==> config.mk <==
export PLATFORM = sky130hd
export DESIGN_NAME = cmp_share_sched
export DESIGN_NICKNAME = d
export VERILOG_FILES = /design/src/rtl/cmp_share_pkg.sv /design/src/rtl/cmp_core.sv /design/src/rtl/cmp_share_sched.sv
export SDC_FILE = /design/constraint.sdc
export NUM_CORES = 1
export LEC_CHECK = 0
export CAP_MARGIN = 40
export CORE_MARGIN = 2
export CORE_UTILIZATION = 46
export DETAILED_ROUTE_END_ITERATION = 12
export GPL_TIMING_DRIVEN = 0
export HOLD_SLACK_MARGIN = 0.15
export PLACE_DENSITY_LB_ADDON = 0.3
export REMOVE_ABC_BUFFERS = 1
export SYNTH_ARGS = -nofsm -noshare
export SYNTH_HDL_FRONTEND = slang
export SYNTH_HIERARCHICAL = 1
export SYNTH_SLANG_ARGS = --single-unit
export TNS_END_PERCENT = 50
==> constraint.sdc <==
create_clock -name clk -period 1.8 [get_ports clk]
set_input_delay 0.45 -clock clk [delete_from_list [all_inputs] [get_ports clk]]
set_output_delay 0.45 -clock clk [all_outputs]
set_load 0.01 [all_outputs]
==> src/rtl/cmp_share_pkg.sv <==
// Shared types and helpers for the time-shared comparator scheduler.
package cmp_share_pkg;

   typedef enum logic [1:0] {
      StIdle = 2'd0,
      StCmp  = 2'd1,
      StResp = 2'd2
   } state_e;

   localparam int unsigned DefaultNumReq = 4;
   localparam int unsigned DefaultIdW    = $clog2(DefaultNumReq);

   // Width of a requester index; never narrower than one bit.
   function automatic int unsigned id_width(input int unsigned n);
      return (n > 1) ? $clog2(n) : 1;
   endfunction

endpackage

==> src/rtl/cmp_core.sv <==
// Combinational unsigned magnitude comparator.
module cmp_core #(
   parameter int unsigned WIDTH = 3
) (
   input  logic [WIDTH-1:0] a,
   input  logic [WIDTH-1:0] b,
   output logic             less,
   output logic             equal,
   output logic             greater
);

   always_comb begin
      less    = (a < b);
      equal   = (a == b);
      greater = (a > b);
   end

endmodule

==> src/rtl/cmp_share_sched.sv <==
// Round-robin scheduler sharing one comparator among NUM_REQ requesters,
// returning each result on a valid/ready port tagged with the requester id.
module cmp_share_sched
   import cmp_share_pkg::*;
#(
   parameter int unsigned NUM_REQ = 4,
   parameter int unsigned WIDTH   = 3,
   localparam int unsigned IdW    = id_width(NUM_REQ)
) (
   input  logic                     clk,
   input  logic                     rst_n,
   input  logic [NUM_REQ-1:0]       req,
   input  logic [NUM_REQ*WIDTH-1:0] a_flat,
   input  logic [NUM_REQ*WIDTH-1:0] b_flat,
   output logic [NUM_REQ-1:0]       ack,
   output logic                     resp_valid,
   input  logic                     resp_ready,
   output logic [IdW-1:0]           resp_id,
   output logic                     less,
   output logic                     equal,
   output logic                     greater,
   output logic                     busy
);

   state_e           state_q, state_d;
   logic [IdW-1:0]   ptr_q, ptr_d;
   logic [WIDTH-1:0] op_a_q, op_a_d;
   logic [WIDTH-1:0] op_b_q, op_b_d;
   logic [IdW-1:0]   resp_id_q, resp_id_d;
   logic             valid_q, valid_d;
   logic             less_q, less_d;
   logic             equal_q, equal_d;
   logic             greater_q, greater_d;

   logic             found;
   logic [IdW-1:0]   grant_idx;
   logic [WIDTH-1:0] sel_a, sel_b;
   logic             core_less, core_equal, core_greater;
   int unsigned      idx;

   // First set request at or above ptr, wrapping past NUM_REQ-1.
   always_comb begin
      found     = 1'b0;
      grant_idx = '0;
      sel_a     = '0;
      sel_b     = '0;
      idx       = 0;
      for (int k = 0; k < NUM_REQ; k++) begin
         idx = (32'(ptr_q) + 32'(k)) % NUM_REQ;
         if (!found && req[idx]) begin
            found     = 1'b1;
            grant_idx = IdW'(idx);
            sel_a     = a_flat[idx*WIDTH +: WIDTH];
            sel_b     = b_flat[idx*WIDTH +: WIDTH];
         end
      end
   end

   cmp_core #(
      .WIDTH(WIDTH)
   ) u_cmp_core (
      .a      (op_a_q),
      .b      (op_b_q),
      .less   (core_less),
      .equal  (core_equal),
      .greater(core_greater)
   );

   always_comb begin
      state_d   = state_q;
      ptr_d     = ptr_q;
      op_a_d    = op_a_q;
      op_b_d    = op_b_q;
      resp_id_d = resp_id_q;
      valid_d   = valid_q;
      less_d    = less_q;
      equal_d   = equal_q;
      greater_d = greater_q;
      unique case (state_q)
         StIdle: begin
            if (found) begin
               op_a_d    = sel_a;
               op_b_d    = sel_b;
               resp_id_d = grant_idx;
               ptr_d     = (grant_idx == IdW'(NUM_REQ - 1)) ? '0 : grant_idx + IdW'(1);
               state_d   = StCmp;
            end
         end
         StCmp: begin
            less_d    = core_less;
            equal_d   = core_equal;
            greater_d = core_greater;
            valid_d   = 1'b1;
            state_d   = StResp;
         end
         StResp: begin
            if (resp_ready) begin
               valid_d = 1'b0;
               state_d = StIdle;
            end
         end
         default: begin
            valid_d = 1'b0;
            state_d = StIdle;
         end
      endcase
   end

   always_ff @(posedge clk or negedge rst_n) begin
      if (!rst_n) begin
         state_q   <= StIdle;
         ptr_q     <= '0;
         op_a_q    <= '0;
         op_b_q    <= '0;
         resp_id_q <= '0;
         valid_q   <= 1'b0;
         less_q    <= 1'b0;
         equal_q   <= 1'b0;
         greater_q <= 1'b0;
      end else begin
         state_q   <= state_d;
         ptr_q     <= ptr_d;
         op_a_q    <= op_a_d;
         op_b_q    <= op_b_d;
         resp_id_q <= resp_id_d;
         valid_q   <= valid_d;
         less_q    <= less_d;
         equal_q   <= equal_d;
         greater_q <= greater_d;
      end
   end

   always_comb begin
      ack = '0;
      if (valid_q && resp_ready) begin
         ack[resp_id_q] = 1'b1;
      end
   end

   assign resp_valid = valid_q;
   assign resp_id    = resp_id_q;
   assign less       = less_q;
   assign equal      = equal_q;
   assign greater    = greater_q;
   assign busy       = (state_q != StIdle);

endmodule

# After elaboration in Yosys (flattened, before gate mapping)
# Cells that the tools add are included.
# totals
latch_bits	0
mem_count	0
ramBits	0
in_bits	31
rom_bits	0
word_cells	86
register_bits	16
out_inout_bits	11
# op_classes
n_eq_ne	6
div	0
addsub	4
n_reduce_logical	13
bitwise	1
mul	4
magnitude_cmp	8
shift	8
n_mux	33
# ops
operator	n
$shiftx 12x33->3	4
$shiftx 12x5->3	4
$mux 3	8
$mul 2x2->4 const B	4
$lt 2x3->1 const B	5
$mux 2	7
$mux 1	10
$bmux 1 s2	4
$pmux 2 s3	1
$reduce_and 2->1	3
$logic_and 1x1->1	5
$add 2x1->2 const B	2
$add 2x2->2 const B	2
$eq 2x2->1 const B	2
$mux 4	1
$ne 2x2->1 const B	2
$eq 3x3->1	1
$gt 3x3->1	1
$logic_not 1->1	3
$lt 3x3->1	1
$pmux 1 s3	1
$demux 1 s2	1
$eq 2x1->1 const B	1
$ge 2x1->1 const B	1
3 further kinds	3

# Longest topological paths before layout
# depth
ltp_word	14
depth_mapped	7
mapped_depth_nobuf	5

# By module
# The synthesis kept the hierarchy.
# by_module_without_submodules
mod	cells_per_inst	instances	seq_area_each_um2	area_each_um2
cmp_share_sched	181	1	400.4	1711.6
cmp_core	11	1	0.0	83.8

# Worst setup path before layout
# No wires, ideal clock.
# synth_path
path_kind	input to register
start	in req[0]
end	reg op_a_q[0]
setup_slack_ns	0.037
t_arrival_ns	1.633
n_path_buf	1
setup_time_ns	0.129
required_ns	1.671
stages	5
path_cell_list	buf_4 -> and3b_4 -> o21ai_0 -> o22ai_1 -> o41a_1
# synth_between
elab_chain_cells	13
elab_cells_between_ends	23
cone_classes	mux: 16; reduce/logical: 7
# synth_rtl
item	line_no	source
start: declaration	cmp_share_sched.sv:12	input logic [NUM_REQ-1:0] req,
$bmux 1 s2	cmp_share_sched.sv:50	if (!found && req[idx]) begin
$mux 1 (implied by the code)	cmp_share_sched.sv:50	
$mux 1	cmp_share_sched.sv:50	
$logic_not 1->1	cmp_share_sched.sv:50	
$logic_and 1x1->1	cmp_share_sched.sv:50	
$mux 1	cmp_share_sched.sv:50	
$logic_not 1->1	cmp_share_sched.sv:50	
$logic_and 1x1->1	cmp_share_sched.sv:50	
$mux 1	cmp_share_sched.sv:50	
$logic_not 1->1	cmp_share_sched.sv:50	
$logic_and 1x1->1	cmp_share_sched.sv:50	
$mux 1	cmp_share_sched.sv:50	
$reduce_and 2->1 (no source line)	n/a	
end signal: assignment	cmp_share_sched.sv:123	op_a_q <= op_a_d;
end: declaration	cmp_share_sched.sv:27	logic [WIDTH-1:0] op_a_q, op_a_d;
# Parallel ways exist; a longest one is shown, timed or not. The select of a mux whose other input is x is not followed.
# A chain may end at the register's enable or synchronous reset.

# Final worst setup path
# layout_path
start	reg ptr_q[0]
end	reg op_b_q[1]
# layout_between
elab_chain_cells	13
elab_cells_between_ends	34
cone_classes	add/sub: 3; mul: 4; shift: 4; mux: 16; reduce/logical: 7
# layout_rtl
item	line_no	source
start: declaration	cmp_share_sched.sv:26	logic [IdW-1:0] ptr_q, ptr_d;
start signal: assignment	cmp_share_sched.sv:122	ptr_q <= ptr_d;
parallel branches: the longest is 13 deep, another holds $mul 2x2->4	n/a	
end signal: assignment	cmp_share_sched.sv:124	op_b_q <= op_b_d;
end: declaration	cmp_share_sched.sv:28	logic [WIDTH-1:0] op_b_q, op_b_d;
# Parallel ways; which one is timed is not known. The select of a mux whose other input is x is not followed.

==> flow_metrics.tcl <==
set metrics [dict create \
    num_rows 22 \
    post-route-period-util_pct 109 \
    yosysUniqueCellTypes 45 \
    p_per_area_mw_per_mm2 1620 \
    final.setup.worst_slack_ns -0.155 \
    vdd_drop_max_uv 746 \
    clock_latency_ns 0.26 \
    postPlaceCellArea_mm2 0.00220 \
    synth-seq-cells 16 \
    relSlewSlack_pct 47.9 \
    vias 1923 \
    place.detailed.hpwl_mm 3.08 \
    routed_via_density 6.30 \
    antenna_found_initial 0 \
    core-area_mm2 0.00372 \
    finalHoldViolCount 0 \
    synth_edf_count 0 \
    met3_length_um 347 \
    clkTransAtPathRegs_ns 0.07 \
    numClockSinks 16 \
    ys.flop_type "dfrtp_1" \
    root_buffer "clkbuf_8" \
    syn_area_per_cell_um2 9.35 \
    rsz0062_at_grt "yes" \
    finalClockSkew_ns 0.00333 \
    wire_per_inst_um 18.9 \
    nets 292 \
    drt_iter0_drc 173 \
    end_kind "register" \
    violations "negative setup slack" \
    die_h_um 66.5 \
    finalMaxSlewViolations 0 \
    final_antenna_net_count 0 \
    postLayoutCoreUtil_pct 72.2 \
    cp_max_fo 6 \
    async_reset_ff_share_pct 100 \
    maxCapViolCount 0 \
    setup_viol 6 \
    cts_buffer_depth 2 \
    seq_area_frac_synth_pct 22.3 \
    portBuffers 41 \
    max_freq_ghz 0.511 \
    die_area_mm2 0.00442 \
    synth_area_mm2 0.00180 \
    syn2layout_area_growth_pct 49.5 \
    top_layer "met4" \
    period_needed_ns 1.96 \
    start_util_pct 48.3 \
    grt_max_degree 18 \
    design_area_mm2 0.00268 \
    status "complete, but fails checks" \
    place_ws_ns -0.872 \
    grtUsageTotal_pct 24.9 \
    hold_path_class "register to register" \
    critical_path_class "register to register" \
    gp_congestion 0.848 \
    grt_overflow 0 \
    dieWidth_um 66.5 \
    fillCellCount 262 \
    routed_wl_mm 5.76 \
    drtPass1Iterations 4 \
    drive_above_1_share_pct 32.7 \
    antennaDiodeCount 0 \
    arrival_ns 2.09 \
    p_leak_nw 1.07 \
    cts_tree "yes" \
    grt_pass1_wl_mm 8.38 \
    wl_met1_mm 2.30 \
    grt_pass1_vias 1817 \
    final_common_cell "clkdlybuf4s50_1" \
    hold_buffers 0 \
    synth_cells 192 \
    numCtsBuffers 3 \
    finalPower_w 0.00434 \
    worst_pin_slew_ns 0.780 \
    required_ns 1.93 \
    most-common-layout-cells "clkdlybuf4s50_1, mux2i_1, buf_4" \
    htreeDepth 1 \
    synth-warning-count 6 \
    io_pins 42 \
    worstSetupStartpointType "register" \
    drcViolationCount 0 \
    wl_met2_mm 2.91 \
    fin_tns_setup_ns -0.685 \
]
[synth_stat cells (4+ instances only)]
master     count  area [um^2]
o22ai_1        7         43.8
nor2_1         7         26.3
a2111oi_0      6         52.6
nand2b_1      10         62.6
buf_4          6         45.0
dfrtp_1       16          400
nor2b_1        9         56.3
a211oi_1       6         45.0
o41a_1         6         67.6
buf_2          4         20.0
o21ai_0       17         85.1
nand2_1       11         41.3
mux4_2         6          135
inv_1          8         30.0
a21oi_1        7         35.0
mux2i_1       24          240
[area by class of cell]
cell class	count	area (um^2)	area share, %
multi-input combinational	153	1360	50.6
tap	48	60.1	2.24
sequential	16	408	15.2
inverter	8	33.8	1.26
timing repair buffer	76	768	28.6
clock buffer	4	55.1	2.05
[kinds of logic after synthesis]
group	after synthesis	share of synthesized area [%]
buffers and inverters	23	8.22
AOI/OAI and AO/OA	63	25.1
and+or+nand+nor	53	18.0
adders and majority gates	3	2.09
DFF	16	22.3
muxes	34	24.3
[metrics by stage]
step                hold WS [ns]  instances
detailed placement         0.497        268
finish                     0.507        305
global placement           0.494        266
global route               0.524        305
floorplan                  0.154        177
CTS                        0.511        300
[path summary, 6_finish.rpt]
check / startpoint / end / slack, ns / depth (start not counted)
min: greater / greater / 0.51 / 1
min reg2reg: greater / greater / 0.51 / 1
max in group asynchronous: rst_n / ptr_q[1] / 0.58 / 1
min in group asynchronous: rst_n / ptr_q[0] / 0.65 / 1
max: ptr_q[0] / op_b_q[1] / -0.16 / 6
max reg2reg: ptr_q[0] / op_b_q[1] / -0.16 / 6
[power breakdown]
part	internal, W	switching [W]
registers	0.000559	0.000146
clock network	0.000195	0.000135
logic	0.00177	0.00154
total	0.00252	0.00182
[layer usage]
metal  track usage [%]  up-vias
met5                 0        -
met4              10.5        0
met3              2.70       21
met2              42.9       85
met1              31.5      938
li1                  -      879
[flip-flops by register name (all words and copies together) (netlist names)]
| signal | cells |
|---|---|
| op_a_q | 3 |
| op_b_q | 3 |
| ptr_q | 2 |
| resp_id | 2 |
| state_q | 2 |
| equal | 1 |
| greater | 1 |
| less | 1 |
| resp_valid | 1 |
[critical path, stage by stage (launching register included)]
cell	delay [ns]
dfrtp_4	0.52
buf_6	0.14
buf_6	0.11
and4bb_2	0.24
o21ai_4	0.30
o21ai_2	0.09
o41a_1	0.43
[what timing repair did]
action                                  in CTS  in global routing
endpoints found under the hold margin        0                  0
cloned                                       2                  0
resized for setup                           63                 18
pin swaps                                   14                 17
setup buffers                               26                  5
endpoints found under the setup margin      16                  7
No activity file was read; power rests on OpenSTA's default activity.
